--- src/rtl/mem_pkg.sv ---
// Types and helpers shared by the memory-access stage and the load extender.
package mem_pkg;
   localparam int BYTE_LANES = 8;

   typedef enum logic [1:0] {
      SIZE_B = 2'b00,
      SIZE_H = 2'b01,
      SIZE_W = 2'b10,
      SIZE_D = 2'b11
   } size_e;

   typedef enum logic [2:0] {IDLE, REQ, RESP, DONE, FAULT} state_e;

   function automatic logic is_misaligned(input size_e size, input logic [2:0] off);
      case (size)
         SIZE_H:  return off[0];
         SIZE_W:  return off[1:0] != 2'b00;
         SIZE_D:  return off != 3'b000;
         default: return 1'b0;
      endcase
   endfunction

   // Naturally aligned accesses never shift bits out of the 8-lane mask.
   function automatic logic [BYTE_LANES-1:0] byte_enable(input size_e size, input logic [2:0] off);
      logic [BYTE_LANES-1:0] mask;
      case (size)
         SIZE_B:  mask = 8'h01;
         SIZE_H:  mask = 8'h03;
         SIZE_W:  mask = 8'h0F;
         default: mask = 8'hFF;
      endcase
      return mask << off;
   endfunction
endpackage

--- src/rtl/mem_access_unit_load_extend.sv ---
// Moves the addressed bytes of an aligned word to the LSBs and sign/zero extends them.
module load_extend
   import mem_pkg::*;
#(
   parameter int DATA_WIDTH = 64
) (
   input  logic [DATA_WIDTH-1:0] word,
   input  logic [2:0]            offset,
   input  size_e                 size,
   input  logic                  zero_ext,
   output logic [DATA_WIDTH-1:0] result
);
   logic [DATA_WIDTH-1:0] lane;

   assign lane = word >> {offset, 3'b000};

   always_comb begin
      // NOTE: assign a default before the case so every path drives result and no latch is inferred.
      result = lane;
      case (size)
         SIZE_B:  result = {{(DATA_WIDTH-8){~zero_ext & lane[7]}}, lane[7:0]};
         SIZE_H:  result = {{(DATA_WIDTH-16){~zero_ext & lane[15]}}, lane[15:0]};
         SIZE_W:  result = {{(DATA_WIDTH-32){~zero_ext & lane[31]}}, lane[31:0]};
         default: result = lane;
      endcase
   end
endmodule

--- src/rtl/mem_access_unit.sv ---
// Multicycle memory-access stage: latches one request, drives the unified memory port,
// and returns extended load data or store byte-enables with a one-cycle done pulse.
module mem_access_unit
   import mem_pkg::*;
#(
   parameter int ADDR_WIDTH = 64,
   parameter int DATA_WIDTH = 64
) (
   input  logic                  clk_i,
   input  logic                  arst_n_i,
   input  logic                  start_i,
   input  logic                  we_i,
   input  logic [ADDR_WIDTH-1:0] addr_i,
   input  logic [1:0]            size_i,
   input  logic                  unsigned_i,
   input  logic [DATA_WIDTH-1:0] wdata_i,
   output logic                  busy_o,
   output logic                  done_o,
   output logic                  misaligned_o,
   output logic [DATA_WIDTH-1:0] rdata_o,
   output logic                  mem_req_o,
   output logic                  mem_we_o,
   output logic [ADDR_WIDTH-1:0] mem_addr_o,
   output logic [DATA_WIDTH-1:0] mem_wdata_o,
   output logic [7:0]            mem_be_o,
   input  logic                  mem_ready_i,
   input  logic                  mem_rvalid_i,
   input  logic [DATA_WIDTH-1:0] mem_rdata_i
);
   state_e                state_q, state_d;
   size_e                 size_q;
   logic                  zero_ext_q;
   logic [2:0]            offset_q;
   logic                  accept;
   logic                  req_d, busy_d, done_d, fault_d;
   logic [DATA_WIDTH-1:0] load_data;

   assign accept = (state_q == IDLE) && start_i;

   always_ff @(posedge clk_i or negedge arst_n_i) begin
      // NOTE: non-blocking assignments keep every flop sampling pre-edge values.
      if (!arst_n_i) state_q <= IDLE;
      else           state_q <= state_d;
   end

   always_comb begin
      state_d = state_q;
      case (state_q)
         IDLE:    if (start_i) state_d = is_misaligned(size_e'(size_i), addr_i[2:0]) ? FAULT : REQ;
         REQ:     if (mem_ready_i) state_d = mem_we_o ? DONE : RESP;
         RESP:    if (mem_rvalid_i) state_d = DONE;
         default: state_d = IDLE;
      endcase
   end

   // Outputs are decoded from the next state and registered, so they change with the state.
   always_comb begin
      req_d   = (state_d == REQ);
      busy_d  = (state_d != IDLE);
      done_d  = (state_d == DONE) || (state_d == FAULT);
      fault_d = (state_d == FAULT);
   end

   always_ff @(posedge clk_i or negedge arst_n_i) begin
      if (!arst_n_i) begin
         mem_req_o    <= 1'b0;
         busy_o       <= 1'b0;
         done_o       <= 1'b0;
         misaligned_o <= 1'b0;
      end else begin
         mem_req_o    <= req_d;
         busy_o       <= busy_d;
         done_o       <= done_d;
         misaligned_o <= fault_d;
      end
   end

   always_ff @(posedge clk_i or negedge arst_n_i) begin
      if (!arst_n_i) begin
         size_q      <= SIZE_B;
         zero_ext_q  <= 1'b0;
         offset_q    <= 3'b000;
         mem_we_o    <= 1'b0;
         mem_addr_o  <= '0;
         mem_wdata_o <= '0;
         mem_be_o    <= '0;
         rdata_o     <= '0;
      end else begin
         if (accept) begin
            size_q      <= size_e'(size_i);
            zero_ext_q  <= unsigned_i;
            offset_q    <= addr_i[2:0];
            mem_we_o    <= we_i;
            mem_addr_o  <= {addr_i[ADDR_WIDTH-1:3], 3'b000};
            mem_wdata_o <= wdata_i << {addr_i[2:0], 3'b000};
            mem_be_o    <= byte_enable(size_e'(size_i), addr_i[2:0]);
         end
         if ((state_q == RESP) && mem_rvalid_i) rdata_o <= load_data;
      end
   end

   load_extend #(.DATA_WIDTH(DATA_WIDTH)) u_load_extend (
      .word     (mem_rdata_i),
      .offset   (offset_q),
      .size     (size_q),
      .zero_ext (zero_ext_q),
      .result   (load_data)
   );
endmodule

--- config.mk ---
export PLATFORM = sky130hd
export DESIGN_NAME = mem_access_unit
export DESIGN_NICKNAME = d
export VERILOG_FILES = /design/src/rtl/mem_pkg.sv /design/src/rtl/mem_access_unit_load_extend.sv /design/src/rtl/mem_access_unit.sv
export SDC_FILE = /design/constraint.sdc
export NUM_CORES = 1
export LEC_CHECK = 0
export ABC_CLOCK_PERIOD_IN_PS = 5400
export BUFFER_PORTS_ARGS = -buffer_cell sky130_fd_sc_hd__buf_2
export CORE_MARGIN = 1
export CORE_UTILIZATION = 45
export DETAILED_ROUTE_END_ITERATION = 16
export PLACE_DENSITY = 0.76
export SYNTH_ARGS = -nofsm -noshare
export SYNTH_HDL_FRONTEND = slang
export SYNTH_SLANG_ARGS = --single-unit
--- constraint.sdc ---
create_clock -name clk_i -period 5.4 [get_ports clk_i]
set_input_delay 0.27 -clock clk_i [delete_from_list [all_inputs] [get_ports clk_i]]
set_output_delay 0.27 -clock clk_i [all_outputs]
set_load 0.02 [all_outputs]
# Yosys cells after proc, flatten, opt, wreduce, memory -nomap -nowiden
# Index checks and enable logic that the tools add are counted.
# W data, S select, Z words.
word_totals:
  regBits: 211
  latchBits: 0
  mem_bits_rw: 0
  romBits: 0
  in_bits: 201
  output_inout_bits: 205
  word_cells: 51
  n_memories: 0
classes:
  addsub: 0
  n_mul: 0
  div_mod_pow: 0
  n_lt_le_gt_ge: 0
  eq_ne: 10
  shift: 3
  muxes: 12
  bitwise_logic: 4
  n_reduce_logical: 9
op_table:
  columns: ["cell", "count"]
  rows:
  - ["$pmux W64 S3", 1]
  - ["$shl A64 B6 Y64", 1]
  - ["$shr A64 B6 Y64", 1]
  - ["$pmux W8 S3", 1]
  - ["$mux W3", 4]
  - ["$pmux W3 S3", 1]
  - ["$mux W8", 1]
  - ["$shl A8 B3 Y8", 1]
  - ["$eq A2 B2 Y1 const B", 3]
  - ["$eq A3 B1 Y1 const B", 2]
  - ["$eq A3 B2 Y1 const B", 2]
  - ["$reduce_bool A3 Y1", 2]
  - ["$eq A2 B1 Y1 const B", 2]
  - ["$logic_not A2 Y1", 2]
  - ["$and A1 B1 Y1", 3]
  - ["$eq A3 B3 Y1 const B", 1]
  - ["$logic_not A3 Y1", 1]
  - ["$mux W1", 3]
  - ["$pmux W1 S3", 1]
  - ["$logic_and A1 B1 Y1", 2]
  - ["$reduce_bool A2 Y1", 1]
  - ["$logic_or A1 B1 Y1", 1]
  - ["$not A1 Y1", 1]

# Logic depth before layout (Yosys ltp)
# Gate-level depths: netlist (run 1).
depth:
  depth_word: 9
  depth_mapped: 8
  ltp_nobuf: 5

# By module
# Synthesis (run 1) repeated with hierarchy kept, for this count alone.
unflattened:
  cells_unflattened: 1161
  hier_area_um2: 11730.0
modules_own_cells:
  columns: ["mod", "instances", "cells_per_inst", "area_per_inst_um2", "seq_area_each_um2"]
  rows:
  - ["mem_access_unit", 1, 897, 9430.3, 5280.1]
  - ["load_extend", 1, 264, 2299.7, 0.0]

# Worst setup path after synthesis (run 1)
# No wires, ideal clock.
synth_path:
  path_kind: "register to register"
  from: "register offset_q[1]"
  to: "register rdata_o[41]"
  setup_ps: 155
  t_arrival_ps: 1806
  required_time_ps: 5245
  slack_ps: 3439
  stages_incl_launch_ff: 6
  n_path_buf: 1
  period_less_slack_ps: 1961
  cell_sequence: "dfrtp_1 > mux2_2 > o311a_4 > a311oi_4 > buf_6 > a31oi_2"
synth_between:
  elab_chain_cells: 3
  word_cells_on_any_way: 5
  cone_classes: "shift (1); mux (1); bitwise (3)"
synth_rtl:
  columns: ["element", "line", "text"]
  rows:
  - ["from (decl)", "mem_access_unit.sv:33", "logic [2:0] offset_q;"]
  - ["from (signal assigned)", "mem_access_unit.sv:92", "offset_q <= addr_i[2:0];"]
  - ["$shr A64 B6 Y64 (*)", "mem_access_unit_load_extend.sv:15", "assign lane = word >> {offset, 3'b000};"]
  - ["$and A1 B1 Y1, on equally long branches", "mem_access_unit_load_extend.sv:23, mem_access_unit_load_extend.sv:21, mem_access_unit_load_extend.sv:22", null]
  - ["$pmux W64 S3 (*)", "mem_access_unit_load_extend.sv:20", "case (size)"]
  - ["to (signal assigned)", "mem_access_unit.sv:98", "if ((state_q == RESP) && mem_rvalid_i) rdata_o <= load_data;"]
  - ["to (decl)", "mem_access_unit.sv:20", "output logic [DATA_WIDTH-1:0] rdata_o,"]
# Mark *: on every way between the ends. The rest lies on a longest branch, timed or not.
# A chain may end at the register's enable or synchronous reset.

# Worst setup path after layout (run 1)
layout_path:
  from: "register offset_q[0]"
  to: "register rdata_o[32]"
# Same word-level chain as after synthesis.

==> results of run 1 <==
==> worst max-delay path: cells and delay by family, from the launching register on <==
family	cells	cell delay, ps
flops	1	560
compound gates	4	820
buf+inv	2	1140
mux	1	350
==> metrics by stage <==
step	worst slack, ps	cells	power, mW	area, um^2	utilization
final	2320	1965	9.20	15100	0.602
after detailed placement	2400	1854	7.24	13500	0.540
after CTS	2340	1961	9.16	15100	0.601
after global placement	2460	1854	7.13	13500	0.540
after global routing	2150	1963	9.71	15100	0.601
after floorplan	3440	1216	5.83	11500	-
==> worst min-delay path by stage <==
stage	startpoint	to	slack, ps	cells after the start
after floorplan	arst_n_i	busy_o	-30	0
after global placement	arst_n_i	rdata_o[6]	280	1
after detailed placement	arst_n_i	rdata_o[36]	280	1
after CTS	wdata_i[0]	mem_wdata_o[0]	10	2
after global routing	wdata_i[0]	mem_wdata_o[0]	40	2
final	wdata_i[0]	mem_wdata_o[0]	40	2
==> cells in the mapped netlist, drive strengths merged (21+ instances only) <==
| cell | instances | area [um^2] |
|---|---|---|
| a211oi | 29 | 218 |
| a21oi | 44 | 220 |
| a22o | 27 | 236 |
| a31oi | 56 | 544 |
| buf | 43 | 263 |
| clkbuf | 64 | 241 |
| dfrtp | 211 | 5280 |
| mux2 | 27 | 308 |
| mux2i | 80 | 801 |
| mux4 | 21 | 473 |
| nand2 | 333 | 1250 |
| nor2 | 85 | 338 |
| nor2b | 31 | 201 |
| o21ai | 76 | 380 |
==> power groups by stage <==
stage	registers (mW)	clock network, mW	logic [mW]
2_1_floorplan	3.60	0	2.23
3_3_place_gp	2.84	0	4.29
3_5_place_dp	2.86	0	4.38
4_1_cts	2.86	1.88	4.42
5_1_grt	2.97	1.93	4.80
6_report	2.89	1.86	4.45
==> cell usage in the layout, fill, tap and decap left out, types with 3 or more instances in the layout <==
cell type,n
buf_2,400
nand2_1,333
dfrtp_1,209
nor2_1,82
mux2i_1,80
dlygate4sd3_1,64
a21oi_1,44
o21ai_0,40
o21ai_1,36
a31oi_2,31
nor2b_1,30
a211oi_1,29
a22o_1,27
a31oi_1,25
clkbuf_16,25
mux4_2,21
mux2_2,19
buf_4,13
o21a_1,10
o221ai_1,8
mux2_1,7
o31a_1,7
inv_1,6
nand2b_1,6
clkbuf_8,6
a32oi_1,5
o2bb2ai_1,5
bufinv_16,5
diode_2,4
o211ai_1,4
a21o_1,4
clkinvlp_4,4
o31ai_1,3
nand3b_1,3
conb_1,3
==> sequential cells by signal (all words and copies together), names as in the netlist <==
| signal | count |
|---|---|
| mem_wdata_o | 64 |
| mem_be_o | 8 |
| mem_addr_o | 61 |
| rdata_o | 64 |
| offset_q | 3 |
| mem_req_o | 1 |
| zero_ext_q | 1 |
| state_q | 3 |
| done_o | 1 |
| mem_we_o | 1 |
| size_q | 2 |
| misaligned_o | 1 |
| busy_o | 1 |
==> area by class of cell <==
class                           count  share of cell area
Antenna cell                        4            0.000663
Clock buffer                       32              0.0471
Clock inverter                     11              0.0128
Inverter                            6             0.00149
Multi-Input combinational cell    892               0.377
Sequential cell                   211               0.350
Tap cell                          330              0.0273
Timing Repair Buffer              479               0.184
==> what timing repair did <==
| action | 4_1_cts | 5_1_grt |
|---|---|---|
| hold buffers | 64 | 0 |
| endpoints found under the hold margin | 139 | 0 |
| setup endpoints to repair | 0 | 0 |
==> cell families (layout without fill, tap and decap cells) <==
kind of cell    count (synthesis)  in the layout  synth area share
simple gates                  474            474             0.174
mux                           128            128             0.138
other cells                     1              7          0.000327
compound gates                287            287             0.182
buf+inv                       113            528            0.0459
flops                         211            211             0.460
==> metal layers <==
layer	vias to the layer above	part of all wire
li1	5037	-
met1	5378	0.38
met2	587	0.49
met3	127	0.083
met4	0	0.048
met5	-	0
==> flow_summary.ini, run 1 <==
[global_routing]
top_usage_layer = met2
met2_usage = 0.508
overflow = 0
antenna_found_initial = 4
use_met3 = 0.0649
first_global_vias = 11200
grt_pass1_wl_um = 61200
grt_max_degree = 136
grtUsageTotal = 0.301
use_met1 = 0.365

[placed_design]
place_congestion = 0.910
dp_hpwl_um = 27200
portBuffers = 402

[power]
sw_frac_of_total = 0.450
sequentialPowerShare = 0.314
p_comb_frac = 0.484
power.switching_mw = 4.14
leakage_nw = 7.34
power_density_mw_per_mm2 = 609
p_clk_frac = 0.202
intPower_mw = 5.06
irDropWorstVdd_mv = 0.401

[timing]
maxSlewViolCount = 0
fin_crit_sh = 0.570
setup_viol = 0
slew_headroom = 0.339
finalSetupTns_ps = 0
hold_viol = 0
min_period_ps = 3080
rsz0062_at_grt = no
hold_slack_ps = 44.5
fmax_mhz = 325
tightest_slew_ps = 990
worst_clock_skew_ps = 10.5

[synth]
seq_area_frac_synth = 0.460
ys_ff_latch = 211
yosys_most_used_dff = dfrtp_1
ys_async_sr_fraction = 1.00
synthCells = 1214
syn-cell-area_mm2 = 0.0115
yosysUniqueCellTypes = 57
synth-edff-count = 0
synth_warnings = 0
avgSynthCellArea_um2 = 9.46

[clock_tree]
insertion_delay_ps = 520
cts_setup_buffers = 0
ctsResizeCount = 0
cts-root-buf = clkbuf_16
htreeDepth = 1
cts_tree = built
cts_buffer_depth = 3
path_clk_slew_ps = 60
cts.sinks = 211
cts_buffers = 24

[floorplanning]
num_io_pins = 406
die_y_um = 162
rows = 58
initial_core_util = 0.457
dieArea_mm2 = 0.0262
dieWidth_um = 162
coreArea_mm2 = 0.0251

[critical_path]
slowest_stage = buf_4
cp-startpoint = offset_q[0]
endpoint = rdata_o[32]
r2r_cells = 7
arrival_ps = 3440
end_kind = register
reg2reg_to = rdata_o[32]
cp.required_ps = 5760
startpoint_type = register
r2r-start = offset_q[0]
cp_slowest_stage_delay_ps = 670
worstPathCellList = buf_4 -> mux2_4 -> a32oi_1 -> a211oi_1 -> a311oi_4 -> buf_4 -> a31oi_1
cp_common_cell = buf_4
rrSetupSlack_ps = 2320
cp_max_fo = 60
crit_type = reg2reg

[route]
detail-route-antenna-nets = 0
wire_per_inst_um = 20.4
vias = 11100
vias_per_cell = 5.66
wl_um = 40200
drc_errors = 0
first_iter_violations = 1127
firstDrtPassIters = 5

[layout]
fill_cells = 2138
seq_area_mm2 = 0.00528
multi_input_area_mm2 = 0.00570
nets = 1815
layout-drive-gt1-share = 0.334
area_growth_pct = 31.6

[run_status]
status = complete, no violations

[worst_hold_path]
min-delay-path-class = in2reg

[run]
maxCapViolCount = 0
No activity file was read; power rests on OpenSTA's default activity.
==> inputs of run 2 (changes only) <==
ABC_CLOCK_PERIOD_IN_PS = 2670   (was 5400)
PLACE_DENSITY = 0.79   (was 0.76)
clock period = 2.67 ns   (was 5.4 ns; I/O delays follow)
==> run 2 against run 1 <==
Compared with the run above: worst hold slack got worse by 3.7 ps; combinational power increased by 110%; clock skew decreased by 0.58 ps; wire length about the same; largest cell class unchanged; largest power group unchanged.
==> flow_summary.ini, run 2 (same netlist as run 1, synthesis figures left out) <==
[floorplanning]
num_io_pins = 406
initial_core_util = 0.457
dieWidth_um = 162
dieArea_mm2 = 0.0262
coreArea_mm2 = 0.0251
die_y_um = 162
rows = 58

[timing]
finalSetupTns_ps = 0
tightest_slew_ps = 1050
maxSlewViolCount = 0
fin_ws_ps = 395
setup_viol = 0
fmax_mhz = 440
slew_headroom = 0.300
min_period_ps = 2280
rsz0062_at_grt = no
fin_crit_sh = 0.852
hold_viol = 0
worst_clock_skew_ps = 9.96

[worst_hold_path]
min-delay-path-class = in2reg
worstHoldStart = wdata_i[14]

[placed_design]
placed_cell_area_mm2 = 0.0138
place_ws_ps = 450
portBuffers = 402
place_congestion = 0.952
dp_hpwl_um = 27900

[critical_path]
r2r-start = offset_q[1]
rrSetupSlack_ps = 390
startpoint_type = register
end_kind = register
cp_max_fo = 32
cp.required_ps = 3040
crit_type = reg2reg
slowest_stage = dfrtp_2
cp_slowest_stage_delay_ps = 590
worstPathCellList = mux2_2 -> o311a_4 -> a311oi_4 -> buf_12 -> a31oi_2
cp-startpoint = offset_q[1]
arrival_ps = 2650

[clock_tree]
cts_buffers = 23
path_clk_slew_ps = 70
cts-root-buf = clkbuf_16
htreeDepth = 1
ctsResizeCount = 0
cts.sinks = 211
insertion_delay_ps = 510
cts_buffer_depth = 3
cts_tree = built

[power]
power_density_mw_per_mm2 = 1190
irDropWorstVdd_mv = 0.932
p_clk_frac = 0.178
power.switching_mw = 8.38
p_comb_frac = 0.506
sw_frac_of_total = 0.456
intPower_mw = 10.0
leakage_nw = 7.49
sequentialPowerShare = 0.317

[global_routing]
grtUsageTotal = 0.302
overflow = 0
grt_max_degree = 94
antenna_found_initial = 7
first_global_vias = 11100
grt_pass1_wl_um = 61600

[route]
wire_per_inst_um = 20.1
wl_um = 40200
firstDrtPassIters = 5
drc_errors = 0
vias = 11300
detail-route-antenna-nets = 0
vias_per_cell = 5.62
first_iter_violations = 1057

[layout]
stdcell_area_mm2 = 0.0154
reg.largest.list = mem_wdata_o (64), rdata_o (64), mem_addr_o (61)
multi_input_area_mm2 = 0.00570
fill_cells = 2064
nets = 1853
layout-drive-gt1-share = 0.334
area_growth_pct = 34.2
layout_commonest_cell = buf_2
final_cell_mix = buf_2 (400), nand2_1 (333), dfrtp_1 (209)
seq_area_mm2 = 0.00528

[run]
maxCapViolCount = 0

[run_status]
status = complete, no violations
## run 2: cell types whose count changed in the layout (fill, tap and decap cells not counted), sizes merged
| cell | change |
|---|---|
| bufinv | -2 |
| dlygate4sd3 | +22 |
| clkbuf | -4 |
| clkinv | +3 |
| diode | +2 |
| clkinvlp | -3 |
| inv | +1 |
| buf | +17 |
## run 2: cell type report
class	instances	area share
Antenna cell	6	0.000975
Clock buffer	28	0.0405
Clock inverter	10	0.00877
Inverter	6	0.00146
Multi-Input combinational cell	892	0.370
Sequential cell	211	0.343
Tap cell	330	0.0268
Timing Repair Buffer	518	0.208
## run 2: critical path, delay by kind of cell, from the launching register on
family                 cells  cell delay (ps)
AOI/OAI and AO/OA          3              840
buffers and inverters      1              260
DFF                        1              590
muxes                      1              410
## run 2: worst paths after layout
| path | endpoint | cells after the start |
|---|---|---|
| max reg2reg | rdata_o[57] | 5 |
| max in group asynchronous | mem_wdata_o[51] | 3 |
| min | mem_wdata_o[14] | 3 |
| min in group asynchronous | rdata_o[57] | 2 |
| min reg2reg | mem_addr_o[14] | 2 |
| max | rdata_o[57] | 5 |
## run 2: routing by layer
| metal | track usage | wire [um] | part of all wire |
|---|---|---|---|
| met4 | 0.143 | 1840 | 0.046 |
| met1 | 0.373 | 15600 | 0.39 |
| met3 | 0.0654 | 3410 | 0.085 |
| met5 | 0 | 8 | 0.00020 |
| met2 | 0.503 | 19300 | 0.48 |
## run 2: stage by stage
stage	instances	util	total power, mW	hold WS, ps
after floorplan	1216	-	11.8	-162
after global placement	1871	0.548	14.6	179
after detailed placement	1871	0.548	14.9	183
after CTS	1995	0.613	18.3	20.6
after global routing	2000	0.613	19.4	29.9
final	2001	0.613	18.4	40.8
## run 2: power by group through the flow
stage               Sequential [mW]  Clock [mW]  Combinational [mW]
CTS                            5.77        3.34                9.21
global route                   5.96        3.46                10.0
global placement               5.74           0                8.90
floorplan                      7.28           0                4.52
finish                         5.82        3.27                9.30
detailed placement             5.77           0                9.11
## run 2: what timing repair did
action,4_1_cts,5_1_grt
endpoints found under the hold margin,172,0
buffers inserted,0,0
hold buffers,86,0
==> inputs of run 3 (changes only) <==
==> constraint.sdc (replaced) <==
create_clock -name clk_i -period 2.67 [get_ports clk_i]
set_input_delay 0.267 -clock clk_i [delete_from_list [all_inputs] [get_ports clk_i]]
set_output_delay 0.267 -clock clk_i [all_outputs]
set_load 0.02 [all_outputs]
==> run 3 against run 2 <==
Compared with the run above: core utilization decreased by 0.83 points; final area decreased by 1.3%; first-iteration DRC count decreased by 1.4%; critical path depth increased by 2; sequential cell count unchanged; worst setup slack improved by 5.0 ps; sequential share of layout area increased by 0.47 points; critical path type unchanged; critical endpoint is now rdata_o[56].
==> flow_summary.ini, run 3 (same netlist as run 1, synthesis figures left out) <==
[clock_tree]
insertion_delay_ps = 520
cts_tree = built
cts_buffers = 24
path_clk_slew_ps = 60
cts-root-buf = clkbuf_16
cts_buffer_depth = 3
htreeDepth = 1
cts.sinks = 211
cts_setup_buffers = 0

[critical_path]
startpoint_type = register
crit_type = reg2reg
cp_slowest_stage_delay_ps = 610
r2r-start = offset_q[2]
rrSetupSlack_ps = 400
arrival_ps = 2650
cp_top_family = compound AO/OA/AOI/OAI gates
cp_max_fo = 32
end_kind = register
slowest_stage = dfrtp_1
reg2reg_to = rdata_o[56]
path_buf_inv = 3
r2r_cells = 7
worstPathCellList = buf_4 -> inv_1 -> a32oi_1 -> a211oi_1 -> a311oi_4 -> buf_12 -> a31oi_2
cp.required_ps = 3050

[power]
p_comb_frac = 0.506
leakage_nw = 7.41
intPower_mw = 9.98
p_clk_frac = 0.178
finalPower_mw = 18.4
irDropWorstVdd_mv = 0.701
sequentialPowerShare = 0.316
power_density_mw_per_mm2 = 1210
sw_frac_of_total = 0.457
power.switching_mw = 8.39

[route]
vias = 11300
first_iter_violations = 1042
vias_per_cell = 5.70
drc_errors = 0
wl_um = 40300
firstDrtPassIters = 7
detail-route-antenna-nets = 0
wire_per_inst_um = 20.4

[timing]
hold_viol = 0
fin_crit_sh = 0.850
min_period_ps = 2270
setup_viol = 0
finalSetupTns_ps = 0
fin_ws_ps = 400
fmax_mhz = 440
maxSlewViolCount = 0
slew_headroom = 0.332
tightest_slew_ps = 1000
rsz0062_at_grt = no
worst_clock_skew_ps = 9.97

[worst_hold_path]
hold_end = mem_wdata_o[7]
min-delay-path-class = in2reg
holdPathStages = 2
worstHoldStart = wdata_i[7]

[layout]
seq_area_mm2 = 0.00528
layout-drive-gt1-share = 0.338
nets = 1833
fill_cells = 2114
final_cell_mix = buf_2 (400), nand2_1 (333), dfrtp_1 (209)
multi_input_area_mm2 = 0.00570
fin_util = 0.605
instances_no_fill = 1982
area_growth_pct = 32.4
layout_commonest_cell = buf_2
reg.largest.list = mem_wdata_o (64), rdata_o (64), mem_addr_o (61)

[run_status]
status = complete, no violations

[placed_design]
place_congestion = 0.922
place_ws_ps = 468
place_inst = 1872
portBuffers = 402
dp_hpwl_um = 27700

[global_routing]
first_global_vias = 11100
grt_max_degree = 163
antenna_found_initial = 5
overflow = 0
grtUsageTotal = 0.302
grt_pass1_wl_um = 61500

[floorplanning]
coreArea_mm2 = 0.0251
num_io_pins = 406
rows = 58
dieArea_mm2 = 0.0262
dieWidth_um = 162
initial_core_util = 0.457
die_y_um = 162

[run]
maxCapViolCount = 0
==> run 3: worst max-delay path by stage <==
stage / cells after the start / to / start / slack [ps]
after floorplan: 5 / rdata_o[41] / offset_q[1] / 710
after global placement: 7 / rdata_o[34] / offset_q[2] / 490
after detailed placement: 7 / rdata_o[56] / offset_q[2] / 470
after CTS: 7 / rdata_o[35] / offset_q[2] / 450
after global routing: 7 / rdata_o[42] / offset_q[2] / 250
final: 7 / rdata_o[56] / offset_q[2] / 400
==> run 3: power by group through the flow <==
stage / sequential [mW] / combinational [mW] / clock (mW)
2_1_floorplan: 7.28 / 4.52 / 0
3_3_place_gp: 5.73 / 8.94 / 0
3_5_place_dp: 5.75 / 9.12 / 0
4_1_cts: 5.75 / 9.20 / 3.31
5_1_grt: 5.95 / 9.95 / 3.42
6_report: 5.81 / 9.29 / 3.27
==> run 3: what timing repair did <==
action | in CTS | in global routing
setup endpoints to repair | 0 | 0
resized for setup | 0 | 0
hold buffers | 64 | 0
endpoints found under the hold margin | 130 | 0
==> run 3: cell type report <==
type,instances,share of cell area
Inverter,6,0.00148
Clock inverter,7,0.00437
Tap cell,330,0.0272
Multi-Input combinational cell,892,0.375
Clock buffer,35,0.0463
Timing Repair Buffer,497,0.197
Antenna cell,4,0.000659
Sequential cell,211,0.348
==> run 3: worst reg2reg max path, cell delays in order, from the launching register on <==
cell and delay (ps):
dfrtp_1 610, buf_4 300, inv_1 80, a32oi_1 250, a211oi_1 150, a311oi_4 320, buf_12 270, a31oi_2 150
==> run 3: per-layer routing <==
metal | GRT usage | part of all wire | vias up | wire length (um)
li1 | - | - | 5082 | -
met1 | 0.378 | 0.39 | 5430 | 15800
met2 | 0.502 | 0.48 | 669 | 19300
met3 | 0.0587 | 0.087 | 121 | 3520
met4 | 0.144 | 0.044 | 2 | 1790
met5 | 0 | 0.00020 | - | 8
==> run 3: metrics by stage <==
stage,area [um^2],hold slack (ps)
global placement,13800,277
finish,15200,49.2
detailed placement,13800,285
CTS,15200,26.9
global route,15200,55.5
floorplan,11500,-28.6
